## src/rtl/gray_pkg.sv

```systemverilog
// Shared constants and Gray-code conversion helpers for the FIFO pointer logic.
// The helpers work on the widest legal pointer, so narrower callers zero-extend
// their operands and truncate the result.
package gray_pkg;

    localparam int MODE_WR   = 0;
    localparam int MODE_RD   = 1;
    localparam int MAX_PTR_W = 13;

    function automatic logic [MAX_PTR_W-1:0] bin2gray(input logic [MAX_PTR_W-1:0] bin);
        return bin ^ (bin >> 1);
    endfunction

    function automatic logic [MAX_PTR_W-1:0] gray2bin(input logic [MAX_PTR_W-1:0] gray);
        logic [MAX_PTR_W-1:0] bin;
        bin[MAX_PTR_W-1] = gray[MAX_PTR_W-1];
        for (int i = MAX_PTR_W - 2; i >= 0; i--) begin
            bin[i] = bin[i+1] ^ gray[i];
        end
        return bin;
    endfunction

endpackage

```

## src/rtl/ptr_sync.sv

```systemverilog
// Multi-flop synchroniser for a Gray-coded pointer crossing in from the other
// clock domain. It is kept as its own module so the crossing can be constrained
// on its own.
module ptr_sync #(
    parameter int WIDTH  = 5,
    parameter int STAGES = 2
) (
    input  logic             clk,
    input  logic             rst,
    input  logic [WIDTH-1:0] d,
    output logic [WIDTH-1:0] q
);

    logic [STAGES-1:0][WIDTH-1:0] stage_r;

    // Shift the incoming pointer through the flop chain; a synchronous reset clears every stage.
    always_ff @(posedge clk) begin
        if (rst) begin
            stage_r <= '0;
        end else begin
            stage_r <= {stage_r[STAGES-2:0], d};
        end
    end

    assign q = stage_r[STAGES-1];

endmodule

```

## src/rtl/gray_ptr_ctrl.sv

```systemverilog
// One side of an asynchronous FIFO: the local binary and Gray pointers, the
// synchronised remote pointer, the full or empty flag, the occupancy, and a
// sticky error bit that records any advance request made while blocked.
module gray_ptr_ctrl
    import gray_pkg::*;
#(
    parameter int ADDR_W      = 4,
    parameter int MODE        = 0,
    parameter int SYNC_STAGES = 2
) (
    input  logic              CLK_i,
    input  logic              RST_i,
    input  logic              INC_i,
    input  logic [ADDR_W:0]   RPTR_GRAY_i,
    output logic [ADDR_W:0]   PTR_BIN_o,
    output logic [ADDR_W:0]   PTR_GRAY_o,
    output logic [ADDR_W-1:0] ADDR_o,
    output logic              FLAG_o,
    output logic [ADDR_W:0]   LEVEL_o,
    output logic              ERR_o
);

    localparam int   PTR_W    = ADDR_W + 1;
    localparam logic FLAG_RST = (MODE == MODE_RD) ? 1'b1 : 1'b0;

    // Stop elaboration on any parameter value outside the supported range.
    generate
        if (ADDR_W < 2 || ADDR_W > 12) begin : g_bad_addr_w
            $error("gray_ptr_ctrl: ADDR_W must be in 2..12");
        end
        if (MODE != MODE_WR && MODE != MODE_RD) begin : g_bad_mode
            $error("gray_ptr_ctrl: MODE must be 0 or 1");
        end
        if (SYNC_STAGES < 2 || SYNC_STAGES > 4) begin : g_bad_stages
            $error("gray_ptr_ctrl: SYNC_STAGES must be in 2..4");
        end
    endgenerate

    logic [PTR_W-1:0] ptr_bin_r;
    logic [PTR_W-1:0] ptr_gray_r;
    logic             flag_r;
    logic             err_r;

    logic [PTR_W-1:0] rsync_s;
    logic [PTR_W-1:0] rbin_s;
    logic             advance_s;
    logic [PTR_W-1:0] bin_next_s;
    logic [PTR_W-1:0] gray_next_s;
    logic [PTR_W-1:0] full_cmp_s;
    logic             flag_next_s;
    logic [PTR_W-1:0] level_s;

    ptr_sync #(
        .WIDTH  (PTR_W),
        .STAGES (SYNC_STAGES)
    ) u_sync (
        .clk (CLK_i),
        .rst (RST_i),
        .d   (RPTR_GRAY_i),
        .q   (rsync_s)
    );

    // The pointer moves only when asked and not blocked. The flag is evaluated
    // against the post-advance value so it asserts on the edge that reaches the limit.
    always_comb begin
        advance_s   = INC_i & ~flag_r;
        bin_next_s  = ptr_bin_r + {{(PTR_W-1){1'b0}}, advance_s};
        gray_next_s = PTR_W'(bin2gray(MAX_PTR_W'(bin_next_s)));
        full_cmp_s  = {~rsync_s[PTR_W-1:PTR_W-2], rsync_s[PTR_W-3:0]};
        if (MODE == MODE_WR) begin
            flag_next_s = (gray_next_s == full_cmp_s);
        end else begin
            flag_next_s = (gray_next_s == rsync_s);
        end
    end

    // Occupancy uses registered state only, so no input reaches an output in the same cycle.
    always_comb begin
        rbin_s = PTR_W'(gray2bin(MAX_PTR_W'(rsync_s)));
        if (MODE == MODE_WR) begin
            level_s = ptr_bin_r - rbin_s;
        end else begin
            level_s = rbin_s - ptr_bin_r;
        end
    end

    // Update pointers, flag and sticky error. Reset takes priority over any advance.
    always_ff @(posedge CLK_i) begin
        if (RST_i) begin
            ptr_bin_r  <= '0;
            ptr_gray_r <= '0;
            flag_r     <= FLAG_RST;
            err_r      <= 1'b0;
        end else begin
            ptr_bin_r  <= bin_next_s;
            ptr_gray_r <= gray_next_s;
            flag_r     <= flag_next_s;
            err_r      <= err_r | (INC_i & flag_r);
        end
    end

    assign PTR_BIN_o  = ptr_bin_r;
    assign PTR_GRAY_o = ptr_gray_r;
    assign ADDR_o     = ptr_bin_r[ADDR_W-1:0];
    assign FLAG_o     = flag_r;
    assign LEVEL_o    = level_s;
    assign ERR_o      = err_r;

endmodule
```

## config.mk

```make
export PLATFORM = sky130hd
export DESIGN_NAME = gray_ptr_ctrl
export DESIGN_NICKNAME = d
export VERILOG_FILES = /design/src/rtl/gray_pkg.sv /design/src/rtl/ptr_sync.sv /design/src/rtl/gray_ptr_ctrl.sv
export SDC_FILE = /design/constraint.sdc
export NUM_CORES = 1
export LEC_CHECK = 0
export ABC_AREA = 1
export CORE_MARGIN = 8
export CORE_UTILIZATION = 51
export DETAILED_ROUTE_END_ITERATION = 10
export PLACE_DENSITY = 0.84
export SYNTH_ARGS = -nofsm -noshare
export SYNTH_HDL_FRONTEND = slang
export SYNTH_SLANG_ARGS = --single-unit
```

## constraint.sdc

```tcl
create_clock -name CLK_i -period 6.9 [get_ports CLK_i]
set_input_delay 1.725 -clock CLK_i [delete_from_list [all_inputs] [get_ports CLK_i]]
set_output_delay 1.725 -clock CLK_i [all_outputs]
set_load 0.03 [all_outputs]
```

Word-level counts from Yosys, hierarchy flattened --
Index checks and enable logic that the tools add are counted.
Storage, ports and cells: bits in registers 22, latch bits 0, memory bits (writable) 0, memory bits (read-only) 0, input port bits 8, output and inout port bits 21, word-level logic and storage cells 19, memories kept 0
Operators by class: add/subtract/negate cells 2, multiply operators 0, divide/modulo/power cells 0, magnitude comparators 0, equal/unequal tests 1, shift-type cells 0, mux-type cells 0, bitwise logic cells 10, reduce and logical (&&, ||, !) cells 0
Operator list (count):
- adder 5 x 1 -> 5 bit | 1
- equality test 5 bit | 1
- subtractor 5 bit | 1
- bitwise XOR 5 x 4 -> 5 bit | 1
- bitwise XOR 1 bit | 4
- AND 1 bit | 2
- inverter 2 bit | 1
- inverter 1 bit | 1
- bitwise OR 1 bit | 1

Logic depth before layout (Yosys ltp) --
Gate-level depths: netlist (run 1).
depth in word-level cells 5, gate-level depth with buffers 13, depth with buffers taken out 13

Cells and area by module --
A second synthesis (run 1) with hierarchy kept.
Second synthesis, totals: cells, all modules 170, area, all modules 1183.6 um^2
By module, submodules not included:
- gray_ptr_ctrl | instances 1, cells each 134, area each 859.6 um^2, seq. area each 220.2 um^2
- ptr_sync | instances 1, cells each 36, area each 324.1 um^2, seq. area each 200.2 um^2

Least setup slack after synthesis (run 1) --
OpenSTA, ideal clock, no wires.
path kind register -> output, start register u_sync.stage_r, in the netlist u_sync.q[4], end output port LEVEL_o[4], arrival time 2.257 ns, required time 5.175 ns, path slack 2.918 ns, stages on the path, launching flop included 13, path buffers 0, cell sequence dfxtp_1 -> xnor2_1 -> nand2_2 -> nand2_2 -> nand2_2 -> nand2_2 -> nand2_2 -> nand2_1 -> inv_1 -> ha_1 -> fa_1 -> o21ai_0 -> xor2_1
On the way: cells in the longest elaborated chain, start to end 5
Ends and longest elaborated chain:
- start: declaration | line ptr_sync.sv:14 | logic [STAGES-1:0][WIDTH-1:0] stage_r;
- start signal: assignment | line ptr_sync.sv:21 | stage_r <= {stage_r[STAGES-2:0], d};
- bitwise XOR 1 bit (4 in a row) | line gray_pkg.sv:18 | bin[i] = bin[i+1] ^ gray[i];
- subtractor 5 bit * | line gray_ptr_ctrl.sv:81 | level_s = ptr_bin_r - rbin_s;
- end: declaration | line gray_ptr_ctrl.sv:19 | output logic [ADDR_W:0] LEVEL_o,
Mark *: on every way between the ends. The rest lies on a longest branch, timed or not.

Worst setup path in the final report (run 1) --
Same ends and word-level chain as after synthesis.

==> results of run 1 <==
power breakdown:
part	internal, mW	switching, mW
combinational	0.0407	0.0571
sequential	0.127	0.00456
clock	0.0226	0.0352
cell families after synthesis:
logic type	synth area share [%]
and+or+nand+nor	30.3
buffers and inverters	14.6
DFF	37.2
AOI/OAI and AO/OA	3.99
xor gates and xnor gates	5.43
adders and majority gates	8.42
layout by cell type, fill, tap and decap left out:
| cell | netlist | layout |
|---|---|---|
| sky130_fd_sc_hd__inv_1 | 30 | 30 |
| sky130_fd_sc_hd__a21oi_1 | 7 | 7 |
| sky130_fd_sc_hd__nand2_1 | 31 | 31 |
| sky130_fd_sc_hd__clkdlybuf4s50_1 | 0 | 28 |
| sky130_fd_sc_hd__nor2_1 | 19 | 19 |
| sky130_fd_sc_hd__clkbuf_1 | 2 | 1 |
| sky130_fd_sc_hd__xor2_1 | 4 | 4 |
| sky130_fd_sc_hd__clkbuf_4 | 0 | 3 |
| sky130_fd_sc_hd__nand4_1 | 4 | 4 |
| sky130_fd_sc_hd__xnor2_1 | 3 | 3 |
| sky130_fd_sc_hd__o21ai_0 | 2 | 2 |
| sky130_fd_sc_hd__ha_1 | 6 | 6 |
| sky130_fd_sc_hd__nand3_1 | 17 | 17 |
| sky130_fd_sc_hd__dfxtp_1 | 21 | 21 |
| sky130_fd_sc_hd__nand3b_1 | 1 | 1 |
| sky130_fd_sc_hd__fa_1 | 1 | 1 |
| sky130_fd_sc_hd__nand2_2 | 6 | 6 |
state kept, by name, indices dropped and copies added, names as in the netlist:
signal	count
PTR_GRAY_o	4
ERR_o	1
u_sync.stage_r	5
FLAG_o	1
PTR_BIN_o	5
u_sync.q	5
worst min-delay path by stage:
stage	from	endpoint	cells after the start
3_5_place_dp	u_sync.stage_r[1]$_SDFF_PP0_	u_sync.q[1]$_SDFF_PP0_	2
4_1_cts	u_sync.stage_r[1]$_SDFF_PP0_	u_sync.q[1]$_SDFF_PP0_	2
6_report	u_sync.stage_r[1]$_SDFF_PP0_	u_sync.q[1]$_SDFF_PP0_	2
5_1_grt	u_sync.stage_r[1]$_SDFF_PP0_	u_sync.q[1]$_SDFF_PP0_	2
3_3_place_gp	u_sync.stage_r[2]$_SDFF_PP0_	u_sync.q[2]$_SDFF_PP0_	2
2_1_floorplan	u_sync.stage_r[0]$_SDFF_PP0_	u_sync.q[0]$_SDFF_PP0_	2
worst min-delay path: cells and delay by family, from the launching register on:
kind                   cells  cell delay, ps
DFF                        1             310
buffers and inverters      1              40
and+or+nand+nor            1              30
area by class of cell:
class / instances / area (um2) / share of cell area (%)
multi-input cells: 101 / 544 / 38.4
flip-flops and latches: 21 / 420 / 29.6
repair buffers: 28 / 280 / 19.8
inverters: 30 / 113 / 7.94
well taps: 28 / 35.0 / 2.47
clock buffers: 4 / 26.3 / 1.85
routing by layer:
layer | track usage, % | vias up | share of wire [%]
met5 | 0 | - | 0
met4 | 8.55 | 0 | 1.8
met3 | 4.06 | 5 | 9.0
met2 | 25.2 | 44 | 50
met1 | 11.9 | 475 | 39
li1 | - | 536 | -
==> run_summary.xml, run 1 <==
<?xml version="1.0" encoding="UTF-8"?>
<metrics>
  <group name="finish">
    <metric name="layout-area-overhead-vs-synth" unit="%">25.6</metric>
    <metric name="nets" unit="">200</metric>
    <metric name="fin_area" unit="um2">1420</metric>
    <metric name="antenna_diode_count" unit="">0</metric>
    <metric name="drive_above_1_share" unit="%">4.89</metric>
    <metric name="fin_util" unit="%">66.0</metric>
    <metric name="layoutNonFillerInstCount" unit="">212</metric>
    <metric name="filler_cell_count" unit="">201</metric>
  </group>
  <group name="worst_setup_path">
    <metric name="critical_path.reg2reg.endpoint" unit="">FLAG_o$_SDFF_PP0_</metric>
    <metric name="crit_path_frequent_cell" unit="">sky130_fd_sc_hd__nand2_2</metric>
    <metric name="timing.critical_path.from" unit="">u_sync.q[4]$_SDFF_PP0_</metric>
    <metric name="slowest_stage" unit="">sky130_fd_sc_hd__clkdlybuf4s50_1</metric>
    <metric name="timing.reg2reg.setup_slack" unit="ps">5000</metric>
    <metric name="path_class" unit="">flop to output port</metric>
    <metric name="critPathCapture" unit="">LEVEL_o[4]</metric>
    <metric name="critical_path_cell_count" unit="">13</metric>
    <metric name="timing.critical_path.fanout_max" unit="">4</metric>
    <metric name="worst_path_dominant_cell_family" unit="">buffers and inverters</metric>
    <metric name="worst-r2r-cell-count" unit="">11</metric>
    <metric name="critical_path.max_stage_delay" unit="ps">690</metric>
    <metric name="worstPathArrival" unit="ps">3170</metric>
    <metric name="setup.worst_path.end_class" unit="">output port</metric>
    <metric name="cp_data_required_time" unit="ps">5180</metric>
    <metric name="critical_path_buf_inv_count" unit="">2</metric>
    <metric name="cp-start-kind" unit="">flop</metric>
    <metric name="worst_r2r_startpoint" unit="">FLAG_o$_SDFF_PP0_</metric>
    <metric name="critical_path_cell_list" unit="">xor2_1 &gt; nand2_1 &gt; nand2_2 &gt; nand2_2 &gt; nand2_2 &gt; nand2_2 &gt; nand2_1 &gt; inv_1 &gt; ha_1 &gt; fa_1 &gt; o21ai_0 &gt; xor2_1 &gt; clkdlybuf4s50_1</metric>
  </group>
  <group name="global_route">
    <metric name="grt_remaining_overflow" unit="">0</metric>
    <metric name="first_global_vias" unit="">1108</metric>
    <metric name="antenna_found_initial" unit="">0</metric>
    <metric name="grt_max_degree" unit="">22</metric>
    <metric name="wire_length_of_the_first_global_routing_pass" unit="um">4430</metric>
    <metric name="grtUsageTotal" unit="%">13.3</metric>
  </group>
  <group name="power">
    <metric name="static-leakage-power" unit="nW">0.675</metric>
    <metric name="maximum_resistive_drop_on_vdd" unit="mV">0.158</metric>
    <metric name="post-layout-total-power" unit="mW">0.287</metric>
    <metric name="cellPowerDensity" unit="nW/um2">202</metric>
  </group>
  <group name="yosys">
    <metric name="asyncSetResetFlopFracSynth" unit="%">0</metric>
    <metric name="synth-edff-count" unit="">0</metric>
    <metric name="netlist_instances" unit="">160</metric>
    <metric name="syn-cell-area" unit="um2">1130</metric>
    <metric name="netlist.area_leader.share" unit="%">37.2</metric>
    <metric name="ys.warnings.count" unit="">0</metric>
    <metric name="post_synth.cell_area_avg" unit="um2">7.06</metric>
    <metric name="synth_top_flop_cell" unit="">sky130_fd_sc_hd__dfxtp_1</metric>
    <metric name="synth_top_cell_by_area" unit="">sky130_fd_sc_hd__dfxtp_1</metric>
    <metric name="synth_seq_area_share" unit="%">37.2</metric>
    <metric name="synth.most_common_cell" unit="">sky130_fd_sc_hd__nand2_1</metric>
    <metric name="synth.ff_latch_count" unit="">21</metric>
    <metric name="post_synthesis_net_count" unit="">175</metric>
    <metric name="ys_top_cells_by_count" unit="">31 x sky130_fd_sc_hd__nand2_1, 30 x sky130_fd_sc_hd__inv_1, 21 x sky130_fd_sc_hd__dfxtp_1</metric>
    <metric name="netlist-cell-type-count" unit="">16</metric>
    <metric name="synth.top_cells.by_area" unit="">sky130_fd_sc_hd__dfxtp_1 37%, sky130_fd_sc_hd__nand2_1 10%, sky130_fd_sc_hd__inv_1 10%</metric>
  </group>
  <group name="drt">
    <metric name="detailroute.via_count" unit="">1060</metric>
    <metric name="post_drt_wl_per_cell" unit="um">11.7</metric>
    <metric name="detail_route.vias_per_cell" unit="">5.00</metric>
    <metric name="drt_pre_antenna_iters" unit="">4</metric>
    <metric name="wirelength" unit="um">2480</metric>
    <metric name="initialDrtViolationCount" unit="">16</metric>
    <metric name="detail_route.drc_violations" unit="">0</metric>
    <metric name="route.antenna.remaining_nets" unit="">0</metric>
  </group>
  <group name="clock_network">
    <metric name="ctsResizeCount" unit="">0</metric>
    <metric name="clk-insertion-delay-late" unit="ps">300</metric>
    <metric name="clock_tree.root_cell" unit="">sky130_fd_sc_hd__clkbuf_4</metric>
    <metric name="clock_tree_from_tritoncts" unit="">done</metric>
    <metric name="path_clk_slew" unit="ps">110</metric>
    <metric name="htree_num_levels" unit="">1</metric>
    <metric name="numCtsBuffers" unit="">3</metric>
    <metric name="cts.sink_count" unit="">21</metric>
    <metric name="max-clock-path-buffers" unit="">2</metric>
    <metric name="cts_hold_buffers" unit="">0</metric>
    <metric name="buffer_count_from_post_cts_setup_fixing" unit="">0</metric>
  </group>
  <group name="floorplan">
    <metric name="dieHeight" unit="um">63.1</metric>
    <metric name="core_area" unit="um2">2150</metric>
    <metric name="dieArea" unit="um2">3980</metric>
    <metric name="die-width" unit="um">63.1</metric>
    <metric name="initial_utilization" unit="%">52.6</metric>
    <metric name="std_cell_rows" unit="">17</metric>
    <metric name="ioPinCount" unit="">29</metric>
  </group>
  <group name="placed_design">
    <metric name="place.detailed.instances" unit="">208</metric>
    <metric name="routabilityCongestion" unit="">0.852</metric>
    <metric name="hpwl_reported_at_the_end_of_detailed_placement" unit="um">1980</metric>
    <metric name="post-place-ws" unit="ps">2400</metric>
    <metric name="post_dp_cell_area" unit="um2">1390</metric>
    <metric name="io_buffers" unit="">28</metric>
  </group>
  <group name="timing">
    <metric name="finalSetupTns" unit="ps">0</metric>
    <metric name="final.setup.worst_slack" unit="ps">2010</metric>
    <metric name="hold_violations" unit="">0</metric>
    <metric name="timing_max_transition_violations_final" unit="">0</metric>
    <metric name="timing.max_slew.rel_slack" unit="%">54.1</metric>
    <metric name="skew" unit="ps">5.39</metric>
    <metric name="worst_pin_slew" unit="ps">686</metric>
    <metric name="setup_violations" unit="">0</metric>
    <metric name="part_of_the_cycle_the_worst_path_needs" unit="%">70.9</metric>
    <metric name="rsz_0062_raised_after_global_routing" unit="">false</metric>
    <metric name="finalCriticalPeriod" unit="ps">4890</metric>
    <metric name="fin_hold_ws" unit="ps">408</metric>
    <metric name="achievable-frequency" unit="MHz">204</metric>
  </group>
  <group name="run">
    <metric name="max-cap-violations" unit="">0</metric>
  </group>
  <group name="worst_hold_path">
    <metric name="timing.hold.worst.class" unit="">flop to flop</metric>
  </group>
  <group name="run_status">
    <metric name="status" unit="">finished, final reports clean</metric>
  </group>
</metrics>
(Power assumes the default switching activity.)
==> inputs of run 2 (changes only) <==
--- a/config.mk
+++ b/config.mk
@@ -7,9 +7,9 @@
 export LEC_CHECK = 0
 export ABC_AREA = 1
 export CORE_MARGIN = 8
-export CORE_UTILIZATION = 51
+export CORE_UTILIZATION = 43
 export DETAILED_ROUTE_END_ITERATION = 10
-export PLACE_DENSITY = 0.84
+export PLACE_DENSITY = 0.75
 export SYNTH_ARGS = -nofsm -noshare
 export SYNTH_HDL_FRONTEND = slang
 export SYNTH_SLANG_ARGS = --single-unit
==> constraint.sdc (replaced) <==
create_clock -name CLK_i -period 3.92 [get_ports CLK_i]
set_input_delay 0.98 -clock CLK_i [delete_from_list [all_inputs] [get_ports CLK_i]]
set_output_delay 0.98 -clock CLK_i [all_outputs]
set_load 0.03 [all_outputs]
==> run 2 against run 1 <==
Effect of this change: clock-buffer cell count is 1 lower; clock skew hardly changed; flip-flop and latch count is the same; largest power group unchanged.
==> run_summary.xml, run 2 (same netlist as run 1, synthesis figures left out) <==
<?xml version="1.0" encoding="UTF-8"?>
<metrics>
  <group name="run_status">
    <metric name="status" unit="">finished, final reports clean</metric>
  </group>
  <group name="worst_setup_path">
    <metric name="critical_path.reg2reg.endpoint" unit="">FLAG_o$_SDFF_PP0_</metric>
    <metric name="path_class" unit="">flop to output port</metric>
    <metric name="worst_r2r_startpoint" unit="">FLAG_o$_SDFF_PP0_</metric>
    <metric name="worstPathArrival" unit="ps">2700</metric>
    <metric name="timing.critical_path.fanout_max" unit="">4</metric>
    <metric name="timing.reg2reg.setup_slack" unit="ps">2060</metric>
    <metric name="worst-r2r-cell-count" unit="">11</metric>
    <metric name="cp-start-kind" unit="">flop</metric>
    <metric name="cp_data_required_time" unit="ps">2940</metric>
    <metric name="setup.worst_path.end_class" unit="">output port</metric>
  </group>
  <group name="floorplan">
    <metric name="dieArea" unit="um2">4520</metric>
    <metric name="dieHeight" unit="um">67.3</metric>
    <metric name="die-width" unit="um">67.3</metric>
    <metric name="initial_utilization" unit="%">45.6</metric>
    <metric name="std_cell_rows" unit="">18</metric>
    <metric name="core_area" unit="um2">2480</metric>
    <metric name="ioPinCount" unit="">29</metric>
  </group>
  <group name="placed_design">
    <metric name="io_buffers" unit="">28</metric>
    <metric name="place.detailed.instances" unit="">210</metric>
    <metric name="post_dp_cell_area" unit="um2">1400</metric>
    <metric name="routabilityCongestion" unit="">0.824</metric>
    <metric name="hpwl_reported_at_the_end_of_detailed_placement" unit="um">1990</metric>
  </group>
  <group name="drt">
    <metric name="detailroute.via_count" unit="">1050</metric>
    <metric name="route.antenna.remaining_nets" unit="">0</metric>
    <metric name="detail_route.vias_per_cell" unit="">4.91</metric>
    <metric name="wirelength" unit="um">2410</metric>
    <metric name="initialDrtViolationCount" unit="">41</metric>
    <metric name="post_drt_wl_per_cell" unit="um">11.3</metric>
    <metric name="drt_pre_antenna_iters" unit="">4</metric>
    <metric name="detail_route.drc_violations" unit="">0</metric>
  </group>
  <group name="clock_network">
    <metric name="numCtsBuffers" unit="">3</metric>
    <metric name="max-clock-path-buffers" unit="">2</metric>
    <metric name="htree_num_levels" unit="">1</metric>
    <metric name="clock_tree_from_tritoncts" unit="">done</metric>
    <metric name="cts.sink_count" unit="">21</metric>
    <metric name="buffer_count_from_post_cts_setup_fixing" unit="">0</metric>
    <metric name="clock_tree.root_cell" unit="">sky130_fd_sc_hd__clkbuf_4</metric>
    <metric name="path_clk_slew" unit="ps">110</metric>
    <metric name="clk-insertion-delay-late" unit="ps">290</metric>
  </group>
  <group name="finish">
    <metric name="antenna_diode_count" unit="">0</metric>
    <metric name="drive_above_1_share" unit="%">5.98</metric>
    <metric name="layout-area-overhead-vs-synth" unit="%">25.7</metric>
    <metric name="nets" unit="">200</metric>
    <metric name="layout.cells.most_common" unit="">sky130_fd_sc_hd__nand2_1</metric>
    <metric name="most-common-layout-cells" unit="">31 x sky130_fd_sc_hd__nand2_1, 30 x sky130_fd_sc_hd__inv_1, 26 x sky130_fd_sc_hd__clkdlybuf4s50_1, 21 x sky130_fd_sc_hd__dfxtp_1, 19 x sky130_fd_sc_hd__nor2_1</metric>
    <metric name="fin_area" unit="um2">1420</metric>
    <metric name="filler_cell_count" unit="">250</metric>
    <metric name="layoutNonFillerInstCount" unit="">214</metric>
  </group>
  <group name="global_route">
    <metric name="grt_remaining_overflow" unit="">0</metric>
    <metric name="wire_length_of_the_first_global_routing_pass" unit="um">3910</metric>
    <metric name="grt_max_degree" unit="">22</metric>
    <metric name="antenna_found_initial" unit="">0</metric>
    <metric name="grtUsageTotal" unit="%">10.9</metric>
    <metric name="first_global_vias" unit="">958</metric>
  </group>
  <group name="timing">
    <metric name="part_of_the_cycle_the_worst_path_needs" unit="%">93.8</metric>
    <metric name="timing.max_slew.rel_slack" unit="%">53.7</metric>
    <metric name="hold_violations" unit="">0</metric>
    <metric name="finalCriticalPeriod" unit="ps">3680</metric>
    <metric name="achievable-frequency" unit="MHz">272</metric>
    <metric name="timing_max_transition_violations_final" unit="">0</metric>
    <metric name="skew" unit="ps">4.99</metric>
    <metric name="worst_pin_slew" unit="ps">693</metric>
    <metric name="rsz_0062_raised_after_global_routing" unit="">false</metric>
    <metric name="finalSetupTns" unit="ps">0</metric>
    <metric name="setup_violations" unit="">0</metric>
  </group>
  <group name="power">
    <metric name="net-switching-power" unit="mW">0.171</metric>
    <metric name="internal_power" unit="mW">0.330</metric>
    <metric name="netSwitchingFraction" unit="%">34.1</metric>
    <metric name="combinationalPowerShare" unit="%">33.7</metric>
    <metric name="seqPwrFrac" unit="%">46.2</metric>
    <metric name="static-leakage-power" unit="nW">0.687</metric>
    <metric name="cellPowerDensity" unit="nW/um2">352</metric>
    <metric name="pwr-share-clk" unit="%">20.1</metric>
    <metric name="maximum_resistive_drop_on_vdd" unit="mV">0.305</metric>
  </group>
  <group name="worst_hold_path">
    <metric name="min_path_cells" unit="">2</metric>
    <metric name="min_to" unit="">u_sync.q[2]$_SDFF_PP0_</metric>
    <metric name="min-delay-start" unit="">u_sync.stage_r[2]$_SDFF_PP0_</metric>
    <metric name="timing.hold.worst.class" unit="">flop to flop</metric>
  </group>
  <group name="run">
    <metric name="max-cap-violations" unit="">0</metric>
  </group>
</metrics>
## run 2: cell types whose count changed in the layout (fill, tap and decap cells not counted)
cell | before | now
sky130_fd_sc_hd__dlymetal6s2s_1 | 0 | 1
sky130_fd_sc_hd__clkbuf_1 | 1 | 0
sky130_fd_sc_hd__clkinv_2 | 0 | 1
sky130_fd_sc_hd__clkbuf_2 | 0 | 1
sky130_fd_sc_hd__clkdlybuf4s50_1 | 28 | 26
## run 2: cell type report
class	count	area (um2)	share of cell area, %
Timing Repair Buffer	28	278	19.6
Clock buffer	3	22.5	1.59
Tap cell	30	37.5	2.64
Sequential cell	21	420	29.6
Clock inverter	1	5.00	0.352
Multi-Input combinational cell	101	544	38.3
Inverter	30	113	7.93
## run 2: per-stage QoR
step	hold slack [ps]	total power, mW	utilization, %	setup WS (ps)
2_1_floorplan	388	0.346	-	683
3_3_place_gp	389	0.405	56.3	271
3_5_place_dp	397	0.409	56.3	183
4_1_cts	414	0.507	57.4	105
5_1_grt	433	0.526	57.3	88.4
6_report	410	0.500	57.3	243
## run 2: power groups by stage
stage	sequential [mW]	clock [mW]	combinational, mW
floorplan	0.244	0	0.102
detailed placement	0.236	0	0.173
global route	0.233	0.112	0.182
CTS	0.231	0.104	0.172
finish	0.231	0.101	0.169
global placement	0.236	0	0.169
## run 2: timing repair
action / 4_1_cts / 5_1_grt
hold buffers: 0 / 0
resized for setup: 1 / 3
endpoints found under the setup margin: 1 / 2
## run 2: critical path, cell delays in order (launching register included)
cell	delay, ps
sky130_fd_sc_hd__dfxtp_1	440
sky130_fd_sc_hd__xnor2_1	190
sky130_fd_sc_hd__nand2_2	90
sky130_fd_sc_hd__nand2_2	90
sky130_fd_sc_hd__nand2_2	60
sky130_fd_sc_hd__nand2_2	80
sky130_fd_sc_hd__nand2_2	40
sky130_fd_sc_hd__nand2_1	50
sky130_fd_sc_hd__inv_1	40
sky130_fd_sc_hd__ha_1	190
sky130_fd_sc_hd__fa_1	430
sky130_fd_sc_hd__inv_1	60
sky130_fd_sc_hd__clkdlybuf4s50_1	660
## run 2: per-layer routing
layer | part of all wire [%] | GRT usage (%)
met1 | 40 | 11.8
met2 | 49 | 19.1
met3 | 8.8 | 2.32
met4 | 1.9 | 6.53
met5 | 0 | 0
## run 2: worst max-delay path by stage
stage                  to                    from  cells after the start  slack (ps)
3_3_place_gp   LEVEL_o[4]  u_sync.q[4]$_SDFF_PP0_                     13         270
4_1_cts        LEVEL_o[2]  u_sync.q[4]$_SDFF_PP0_                     12         100
5_1_grt        LEVEL_o[1]  u_sync.q[4]$_SDFF_PP0_                     12          90
3_5_place_dp   LEVEL_o[4]  u_sync.q[4]$_SDFF_PP0_                     13         180
6_report       LEVEL_o[1]  u_sync.q[4]$_SDFF_PP0_                     12         240
2_1_floorplan  LEVEL_o[4]  u_sync.q[4]$_SDFF_PP0_                     12         680
